### src/rtl/sar_pkg.sv
// Shared types and constants for the SAR conversion sequencer.
// Rounding of the averaged sample is enabled with SAR_SEQ_ROUND_EN.
package sar_pkg;

  typedef enum logic [1:0] {
    S_IDLE,
    S_RUN,
    S_GAP
  } state_e;

  localparam int RESULT_W_DEF = 8;

  // One spare bit above the 2^al sum keeps the accumulator overflow-free.
  function automatic int acc_width(input int rw, input int al);
    return rw + al + 1;
  endfunction

endpackage

### src/rtl/sar_sequencer_if.sv
// Controller handshake (go/valid/result) and sample stream (valid/ready).
// master = sequencer, slave = controller plus downstream consumer.
interface sar_sequencer_if
  import sar_pkg::*;
#(
  parameter int W = RESULT_W_DEF
) ();

  logic         go;
  logic         valid;
  logic [W-1:0] result;
  logic [W-1:0] out_data;
  logic         out_valid;
  logic         out_ready;

  modport master (
    output go,
    input  valid,
    input  result,
    output out_data,
    output out_valid,
    input  out_ready
  );

  modport slave (
    input  go,
    output valid,
    output result,
    input  out_data,
    input  out_valid,
    output out_ready
  );

endinterface

### src/rtl/sar_seq_fifo.sv
// First-word-fall-through sample FIFO; a pop frees room for a push
// in the same cycle, so full+push+pop accepts both.
module sar_seq_fifo #(
  parameter int W     = 8,
  parameter int DEPTH = 4
) (
  input  logic         clk,
  input  logic         rst,
  input  logic         push,
  input  logic [W-1:0] push_data,
  input  logic         pop,
  output logic [W-1:0] rd_data,
  output logic         full,
  output logic         empty
);

  localparam int AW = $clog2(DEPTH);

  logic [AW:0]  wr_q, wr_d;
  logic [AW:0]  rd_q, rd_d;
  logic [W-1:0] mem_q [DEPTH];
  logic         pop_ok;
  logic         push_ok;

  always_comb begin
    empty   = (wr_q == rd_q);
    full    = (wr_q[AW] != rd_q[AW]) &&
              (wr_q[AW-1:0] == rd_q[AW-1:0]);
    pop_ok  = pop & ~empty;
    push_ok = push & (~full | pop_ok);
    wr_d    = wr_q + (AW+1)'(push_ok);
    rd_d    = rd_q + (AW+1)'(pop_ok);
    rd_data = empty ? '0 : mem_q[rd_q[AW-1:0]];
  end

  always_ff @(posedge clk or posedge rst) begin
    if (rst) begin
      wr_q <= '0;
      rd_q <= '0;
    end else begin
      wr_q <= wr_d;
      rd_q <= rd_d;
    end
  end

  always_ff @(posedge clk) begin
    if (push_ok) mem_q[wr_q[AW-1:0]] <= push_data;
  end

endmodule

### src/rtl/sar_sequencer.sv
// Runs SAR conversions back to back, averages 2^AVG_LOG2 results per sample.
// SAR_SEQ_ROUND_EN selects round-half-up with saturation instead of truncation.
module sar_sequencer
  import sar_pkg::*;
#(
  parameter int RESULT_W    = RESULT_W_DEF,
  parameter int AVG_LOG2    = 2,
  parameter int FIFO_DEPTH  = 4,
  parameter int TIMEOUT_CYC = 32
) (
  input  logic            clk,
  input  logic            rst,
  input  logic            enable,
  input  logic            clr_err,
  sar_sequencer_if.master bus,
  output logic            overflow,
  output logic            timeout_err
);

  localparam int ACC_W = acc_width(RESULT_W, AVG_LOG2);
  localparam int CNT_W = AVG_LOG2 + 1;
  localparam int TMR_W = $clog2(TIMEOUT_CYC) + 1;
  localparam logic [CNT_W-1:0] CNT_FULL = CNT_W'(1) << AVG_LOG2;
  localparam logic [TMR_W-1:0] TMR_LAST = TMR_W'(TIMEOUT_CYC - 1);

  state_e              state_q, state_d;
  logic [ACC_W-1:0]    acc_q, acc_d;
  logic [CNT_W-1:0]    cnt_q, cnt_d;
  logic [TMR_W-1:0]    tmr_q, tmr_d;
  logic                ovf_q, ovf_d;
  logic                tmo_q, tmo_d;
  logic                push;
  logic                tmo_set;
  logic                drop;
  logic                fifo_full;
  logic                fifo_empty;
  logic [RESULT_W-1:0] avg;

`ifdef SAR_SEQ_ROUND_EN
  localparam logic [ACC_W-1:0] HALF = (ACC_W'(1) << AVG_LOG2) >> 1;
  logic [ACC_W-1:0] rnd;

  always_comb begin
    rnd = (acc_q + HALF) >> AVG_LOG2;
    avg = (|rnd[ACC_W-1:RESULT_W]) ? '1 : rnd[RESULT_W-1:0];
  end
`else
  assign avg = RESULT_W'(acc_q >> AVG_LOG2);
`endif

  always_comb begin
    state_d = state_q;
    acc_d   = acc_q;
    cnt_d   = cnt_q;
    tmr_d   = tmr_q;
    push    = 1'b0;
    tmo_set = 1'b0;
    unique case (state_q)
      S_IDLE: begin
        tmr_d = '0;
        if (enable) state_d = S_RUN;
      end
      S_RUN: begin
        tmr_d = tmr_q + TMR_W'(1);
        if (bus.valid) begin
          acc_d   = acc_q + ACC_W'(bus.result);
          cnt_d   = cnt_q + CNT_W'(1);
          state_d = S_GAP;
        end else if (tmr_q == TMR_LAST) begin
          tmo_set = 1'b1;
          acc_d   = '0;
          cnt_d   = '0;
          state_d = S_IDLE;
        end else if (!enable) begin
          acc_d   = '0;
          cnt_d   = '0;
          state_d = S_IDLE;
        end
      end
      S_GAP: begin
        tmr_d = '0;
        // a partial average never survives a stop
        if (cnt_q == CNT_FULL) begin
          push  = 1'b1;
          acc_d = '0;
          cnt_d = '0;
        end else if (!enable) begin
          acc_d = '0;
          cnt_d = '0;
        end
        state_d = enable ? S_RUN : S_IDLE;
      end
      default: state_d = S_IDLE;
    endcase
  end

  always_comb begin
    drop  = push & fifo_full & ~bus.out_ready;
    ovf_d = (ovf_q & ~clr_err) | drop;
    tmo_d = (tmo_q & ~clr_err) | tmo_set;
  end

  always_ff @(posedge clk or posedge rst) begin
    if (rst) begin
      state_q <= S_IDLE;
      acc_q   <= '0;
      cnt_q   <= '0;
      tmr_q   <= '0;
      ovf_q   <= 1'b0;
      tmo_q   <= 1'b0;
    end else begin
      state_q <= state_d;
      acc_q   <= acc_d;
      cnt_q   <= cnt_d;
      tmr_q   <= tmr_d;
      ovf_q   <= ovf_d;
      tmo_q   <= tmo_d;
    end
  end

  sar_seq_fifo #(
    .W     (RESULT_W),
    .DEPTH (FIFO_DEPTH)
  ) u_fifo (
    .clk       (clk),
    .rst       (rst),
    .push      (push),
    .push_data (avg),
    .pop       (bus.out_ready),
    .rd_data   (bus.out_data),
    .full      (fifo_full),
    .empty     (fifo_empty)
  );

  assign bus.go        = (state_q == S_RUN);
  assign bus.out_valid = ~fifo_empty;
  assign overflow      = ovf_q;
  assign timeout_err   = tmo_q;

endmodule

### src/flat_wrapper.sv
// flat-port wrapper written by rule: the top's interface ports become plain ports
module sar_sequencer_flat import sar_pkg::*;
#(
  parameter int RESULT_W    = RESULT_W_DEF,
  parameter int AVG_LOG2    = 2,
  parameter int FIFO_DEPTH  = 4,
  parameter int TIMEOUT_CYC = 32
)
  (clk, rst, enable, clr_err, overflow, timeout_err, bus_go, bus_valid, bus_result, bus_out_data, bus_out_valid, bus_out_ready);
  sar_sequencer_if #(.W((8))) bus_i ();
  input  logic clk;
  input  logic rst;
  input  logic enable;
  input  logic clr_err;
  output logic overflow;
  output logic timeout_err;
  output wire logic [$bits(bus_i.go)-1:0] bus_go;
  input wire logic [$bits(bus_i.valid)-1:0] bus_valid;
  input wire logic [$bits(bus_i.result)-1:0] bus_result;
  output wire logic [$bits(bus_i.out_data)-1:0] bus_out_data;
  output wire logic [$bits(bus_i.out_valid)-1:0] bus_out_valid;
  input wire logic [$bits(bus_i.out_ready)-1:0] bus_out_ready;
  assign bus_go = bus_i.go;
  assign bus_i.valid = bus_valid;
  assign bus_i.result = bus_result;
  assign bus_out_data = bus_i.out_data;
  assign bus_out_valid = bus_i.out_valid;
  assign bus_i.out_ready = bus_out_ready;
  sar_sequencer #(.RESULT_W(RESULT_W), .AVG_LOG2(AVG_LOG2), .FIFO_DEPTH(FIFO_DEPTH), .TIMEOUT_CYC(TIMEOUT_CYC)) u_core (.clk(clk), .rst(rst), .enable(enable), .clr_err(clr_err), .bus(bus_i), .overflow(overflow), .timeout_err(timeout_err));
endmodule
### config.mk
export PLATFORM = sky130hd
export DESIGN_NAME = sar_sequencer_flat
export DESIGN_NICKNAME = d
export VERILOG_FILES = /design/src/rtl/sar_pkg.sv /design/src/rtl/sar_sequencer_if.sv /design/src/rtl/sar_seq_fifo.sv /design/src/rtl/sar_sequencer.sv /design/src/flat_wrapper.sv
export SDC_FILE = /design/constraint.sdc
export NUM_CORES = 1
export LEC_CHECK = 0
export CAP_MARGIN = 10
export CORE_MARGIN = 8
export CORE_UTILIZATION = 50
export DETAILED_ROUTE_END_ITERATION = 12
export DONT_BUFFER_PORTS = 1
export PLACE_DENSITY = 0.61
export SYNTH_ARGS = -nofsm -noshare
export SYNTH_HDL_FRONTEND = slang
export SYNTH_SLANG_ARGS = --single-unit
export TNS_END_PERCENT = 100
### constraint.sdc
create_clock -name clk -period 3.1 [get_ports clk]
set_input_delay 0.465 -clock clk [delete_from_list [all_inputs] [get_ports clk]]
set_output_delay 0.465 -clock clk [all_outputs]
set_load 0.01 [all_outputs]
### Word level (Yosys, flattened, before mapping)

Memory sizes are Yosys's and may differ from the RTL's.
Cells that the tools add are included.
Widths: inputs -> output; s select.

* word-level logic and storage cells: 67
* bits in writable memories: 32
* output and inout port bits: 12
* memories kept: 1
* register bits: 30
* input port bits: 14

Memory list
* u_core.u_fifo.mem_q: depth 4, width 8, read ports 1, clocked after memory_dff 0, wr ports 1, line sar_seq_fifo.sv:21 `logic [W-1:0] mem_q [DEPTH];`

* reduce and logical (&&, ||, !) cells: 6
* eq/ne operators: 9
* multiplexer cells: 25
* add/subtract/negate cells: 5
* bitwise logic cells: 13

Operators with widths (number)
* $mux 11: 4
* $pmux 11 s2: 1
* $mux 3: 4
* $pmux 6 s2: 1
* $add 11x8->11: 1
* $mux 1: 8
* $mux 2: 4
* $mux 8: 1
* $add 3x1->3: 2
* $add 6x1->6 const B: 1
* $and 1x1->1: 6
* $eq 6x5->1 const B: 1
* $pmux 2 s3: 1
* $pmux 3 s2: 1
* $ne 4x2->1 const B: 1
* $not 1->1: 4
* $reduce_bool 2->1: 2
* $add 3x1->3 const B: 1
* $eq 3x3->1: 1
* $eq 3x3->1 const B: 1
* $or 1x1->1: 3
* $eq 2x1->1 const B: 1
* $eq 2x2->1: 1
* $eq 2x2->1 const B: 1
* other kinds (6): 6

### Logic depth before layout (Yosys ltp)

* depth after elaboration: 7
* gate-level depth with buffers: 8
* mapped depth without buffers: 7

### By module

Synthesis repeated with hierarchy kept, for this count alone.

* cells, all modules: 236
* area, all modules: 3090.5 um2

Modules (own cells, without submodules)
* sar_seq_fifo: seq. area each 1111.1 um2, cells each 76, area an instance 1604.0 um2, instances 1
* sar_sequencer: seq. area each 575.6 um2, cells each 160, area an instance 1486.4 um2, instances 1

### Worst setup path after synthesis

OpenSTA, ideal clock, no wires.

* path kind: flip-flop to flip-flop
* from: register u_core.state_q[0]
* to: memory u_core.u_fifo.mem_q[0][0], enable pin
* stages on the path, launching flop included: 7
* data required time: 2715 ps
* period minus slack after synthesis: 2437 ps
* arrival: 2052 ps
* setup time: 385 ps
* slack: 663 ps
* path buffers: 1
* cells stage by stage: dfrtp_1 inv_1 ha_1 buf_2 nand3_1 a41oi_1 nor3b_1

* word-level cells in the longest chain between the ends: 5

Ends and longest elaborated chain
* start: declaration: line sar_sequencer.sv:26 `state_e state_q, state_d;`
* start signal: assignment: line sar_sequencer.sv:112 `state_q <= state_d;`
* $eq 2x2->1: line sar_sequencer.sv:58 `unique case (state_q)`
* $mux 1: line sar_sequencer.sv:58
* $and 1x1->1: line sar_seq_fifo.sv:30 `push_ok = push & (~full | pop_ok);`
* $mux 1: line sar_seq_fifo.sv:47 `if (push_ok) mem_q[wr_q[AW-1:0]] <= push_data;`
* $mux 1 (not written as such): line sar_seq_fifo.sv:47
* end: declaration: line sar_seq_fifo.sv:21

Every way passes these cells.

### Worst setup path in the final report

* from: register u_core.state_q[0]
* to: memory u_core.u_fifo.mem_q[2][6], enable pin

The elaborated chain is that of the path after synthesis.

==> impl_results.md <==
- Setup total negative slack: 0 ps
- Number of cells produced by synthesis: roughly 260
- Synthesized area per cell: 12.4 um2
- Total routing usage reported by global routing: around 14%
- P_leak: 0.00143 uW
- HP Start: clr_err
- # fillers: around 520
- CP arrival: around 2600 ps
- Number of cells in the design after placement: 334
- Total number of vias: around 2000
- Final HPWL DP: roughly 4400 um
- Cell Chain, Critical Path: inv_1 > ha_1 > nand3_1 > a41oi_1 > nand2_1 > nor2_1
- Post-synthesis instance area: ~0.0032 mm2
- Area inside the core boundary: approximately 0.0062 mm2
- Sequential element share of the synthesized area: between 50% and 60%
- Cell with the largest stage delay on the worst path: sky130_fd_sc_hd__ha_1
- Port Buffer Count: 0
- Number of setup violations in the final report: 0
- Number of max-cap violations: 0
- Post-route insts no fill: 351
- CTS tree: yes
- Peak supply drop: 0.493 mV
- Commonest cells in the netlist: sky130_fd_sc_hd__edfxtp_1, sky130_fd_sc_hd__dfrtp_1, sky130_fd_sc_hd__ha_1, sky130_fd_sc_hd__inv_1, sky130_fd_sc_hd__nand2_1
- Number of hold-slack violations in the final timing report: 0
- Area of the die: a little over 0.009 mm2
- Smallest hold slack: about 240 ps
- Diode count: 0
- Number of flip-flops and latches in the synthesized netlist: 61
- Reg2Reg Launch Point: u_core.state_q[0]
- Violation count after the first detailed-routing iteration: 55
- Outcome: complete, no violations
- Maximum number of pins on one net before global-route repair: 22
- Share of the synthesized area in the top cell type: 30.2%
- Critical path origin: u_core.state_q[0]
- Clock root buffer: sky130_fd_sc_hd__clkbuf_8
- Number of clock sinks: 61
- Yosys warning total: 0
- Number of buffers added by the clock tree synthesis step: 9
- Number of enable flip-flop cells after synthesis: 32
- Number of slew-limit violations in the final report: 0
- Critical path class: reg2reg
- Die Ht: approximately 96 um
- Unrepaired setup endpoints after global routing: no
- Share of the cycle needed by the critical path after routing: between 80 and 90%
- Post-synthesis net count: about 290
- Detailed-route wire length per cell: about 17 um
- Largest fanout on the critical path: 14
- Fmax: 385 MHz
- Number of setup buffers added after CTS: 0
- Detailed Routing Iterations Pass 1: 4
- Primary flip-flop cell chosen by synthesis mapping: sky130_fd_sc_hd__edfxtp_1
- # H-tree levels: 3
- Routed vias/inst: between 5 and 6
- Final Net Count: 304
- Critical path startpoint category: flop
- Fraction of layout cells with a size suffix above 1: 12.0%
- Top cell family by delay on the critical path: simple AND/OR/NAND/NOR gates
- Number of antenna violations at the first check in global routing: 0
- Worst-margin pin slew: 693 ps
- Crit path largest cell delay: roughly 520 ps
- Post-route DRC violation count: 0
- Antenna-violating nets left: 0
- Global-route wire length before repair: between 9000 and 10000 um
- Latest clock arrival within the worst-skew pair: approximately 330 ps
- Aggregate routed wire length: approximately 6000 um
- Total power consumption of the routed design: approximately 3500 uW
- Crit path buffers/inverters: 1
- Final worst clock skew: around 9.2 ps
- Worst min-delay path category: in2reg
- I/O pin total: 26
- Register clock-pin slew on the reported worst setup and hold paths: ~70 ps
- Last weighted congestion value of the routability-driven placer: approximately 0.83
- Slew margin rel.: between 50 and 60%
- Pwr per Cell Area: between 900 and 1000 mW/mm2
- Chip width: around 96 um
- Synth cell types: 62
- Biggest area contributors in the synthesized netlist: sky130_fd_sc_hd__edfxtp_1, sky130_fd_sc_hd__dfrtp_1, sky130_fd_sc_hd__ha_1
- WP data required: 3060 ps
- Layout overhead on the synthesized area: 10.8%
- Num rows: 29
- Congestion Overflow GR: 0
- Flip-flop and latch area: 0.00169 mm2
- Post-synthesis async set-or-reset flop share: around 48%
- Time the worst path needs with I/O delays and setup: around 2600 ps
- Number of global-route vias before repair: between 1500 and 2000
- Initial cell density of the core: 50.9%
- Area taken by multi-input logic gates: between 0.001 and 0.0015 mm2
- Most common cell in the synthesized netlist: sky130_fd_sc_hd__edfxtp_1
- Setup crit end kind: flop
- Area leader, netlist: sky130_fd_sc_hd__edfxtp_1
- Number of buffers on the longest clock path: 2
## worst register-to-register path, stage by stage, from the launching register on
cell                      delay [ps]
sky130_fd_sc_hd__dfrtp_1         410
sky130_fd_sc_hd__inv_1           120
sky130_fd_sc_hd__ha_1            520
sky130_fd_sc_hd__nand3_1         230
sky130_fd_sc_hd__a41oi_1         370
sky130_fd_sc_hd__nand2_1          90
sky130_fd_sc_hd__nor2_1          480
## stage by stage
| step | setup WS, ps | cell area, um2 | utilization, % |
|---|---|---|---|
| floorplan | 663 | 3180 | - |
| global placement | 638 | 3280 | 52.5 |
| detailed placement | 521 | 3280 | 52.5 |
| CTS | 503 | 3520 | 56.4 |
| global route | 212 | 3520 | 56.4 |
| finish | 505 | 3520 | 56.4 |
## cell type report
type                       count  share of cell area, %
sequential                    61                   47.9
multi-input combinational    173                   39.7
clock buffer                  11                   3.73
clock inverter                 5                   2.81
tap                           77                   2.74
timing repair buffer           4                  0.925
inverter                      20                   2.13
## layer usage
layer | part of all wire [%] | vias up | wire length [um] | track usage [%]
met1 | 48 | 990 | 2870 | 18.5
met5 | 0 | - | 0 | 0
met2 | 45 | 51 | 2710 | 21.5
met3 | 5.7 | 8 | 345 | 3.67
met4 | 1.4 | 0 | 85 | 5.76
li1 | - | 994 | - | -
## where the power goes
group	leakage, uW	switching [uW]	internal (uW)
sequential	0.000657	239	1070
clock	0.000115	295	531
combinational	0.000659	733	584
total	0.00143	1270	2190
## path summary, 6_finish.rpt
kind	end	slack, ps	depth (start not counted)
min	u_core.overflow	240	1
max	u_core.u_fifo.mem_q[2][6]	510	6
max reg2reg	u_core.u_fifo.mem_q[2][6]	510	6
min reg2reg	u_core.u_fifo.wr_q[2]	490	1
max in group asynchronous	u_core.acc_q[0]	1960	3
min in group asynchronous	u_core.timeout_err	530	2
## what timing repair did
| action | 4_1_cts | 5_1_grt |
|---|---|---|
| gates resized for setup | 0 | 0 |
| hold buffers | 1 | 0 |
| endpoints found under the hold margin | 8 | 0 |
## cell families after synthesis
group           synth area share, %
flops                          53.1
xor+xnor                       2.48
simple gates                   13.9
compound gates                 13.1
buf+inv                        2.91
fa+ha+maj                      8.51
mux                            5.99
## cell usage in the layout, fill, tap and decap left out, types with 8 or more instances in the layout
| cell | synthesis | layout |
|---|---|---|
| sky130_fd_sc_hd__edfxtp_1 | 32 | 32 |
| sky130_fd_sc_hd__dfrtp_1 | 29 | 29 |
| sky130_fd_sc_hd__inv_1 | 20 | 20 |
| sky130_fd_sc_hd__ha_1 | 20 | 20 |
| sky130_fd_sc_hd__nand2_1 | 16 | 16 |
| sky130_fd_sc_hd__nor2_1 | 15 | 15 |
| sky130_fd_sc_hd__nor2b_1 | 14 | 14 |
| sky130_fd_sc_hd__clkbuf_8 | 0 | 9 |
| sky130_fd_sc_hd__mux4_2 | 8 | 8 |
## sequential cells by signal, summed over array words and instances, names as in the netlist
signal	cells
u_core.u_fifo.mem_q	32
u_core.u_fifo.rd_q	3
u_core.timeout_err	1
u_core.state_q	2
u_core.tmr_q	6
u_core.acc_q	10
u_core.cnt_q	3
u_core.overflow	1
u_core.u_fifo.wr_q	3
Note: power is estimated with default switching activity, not from simulation.
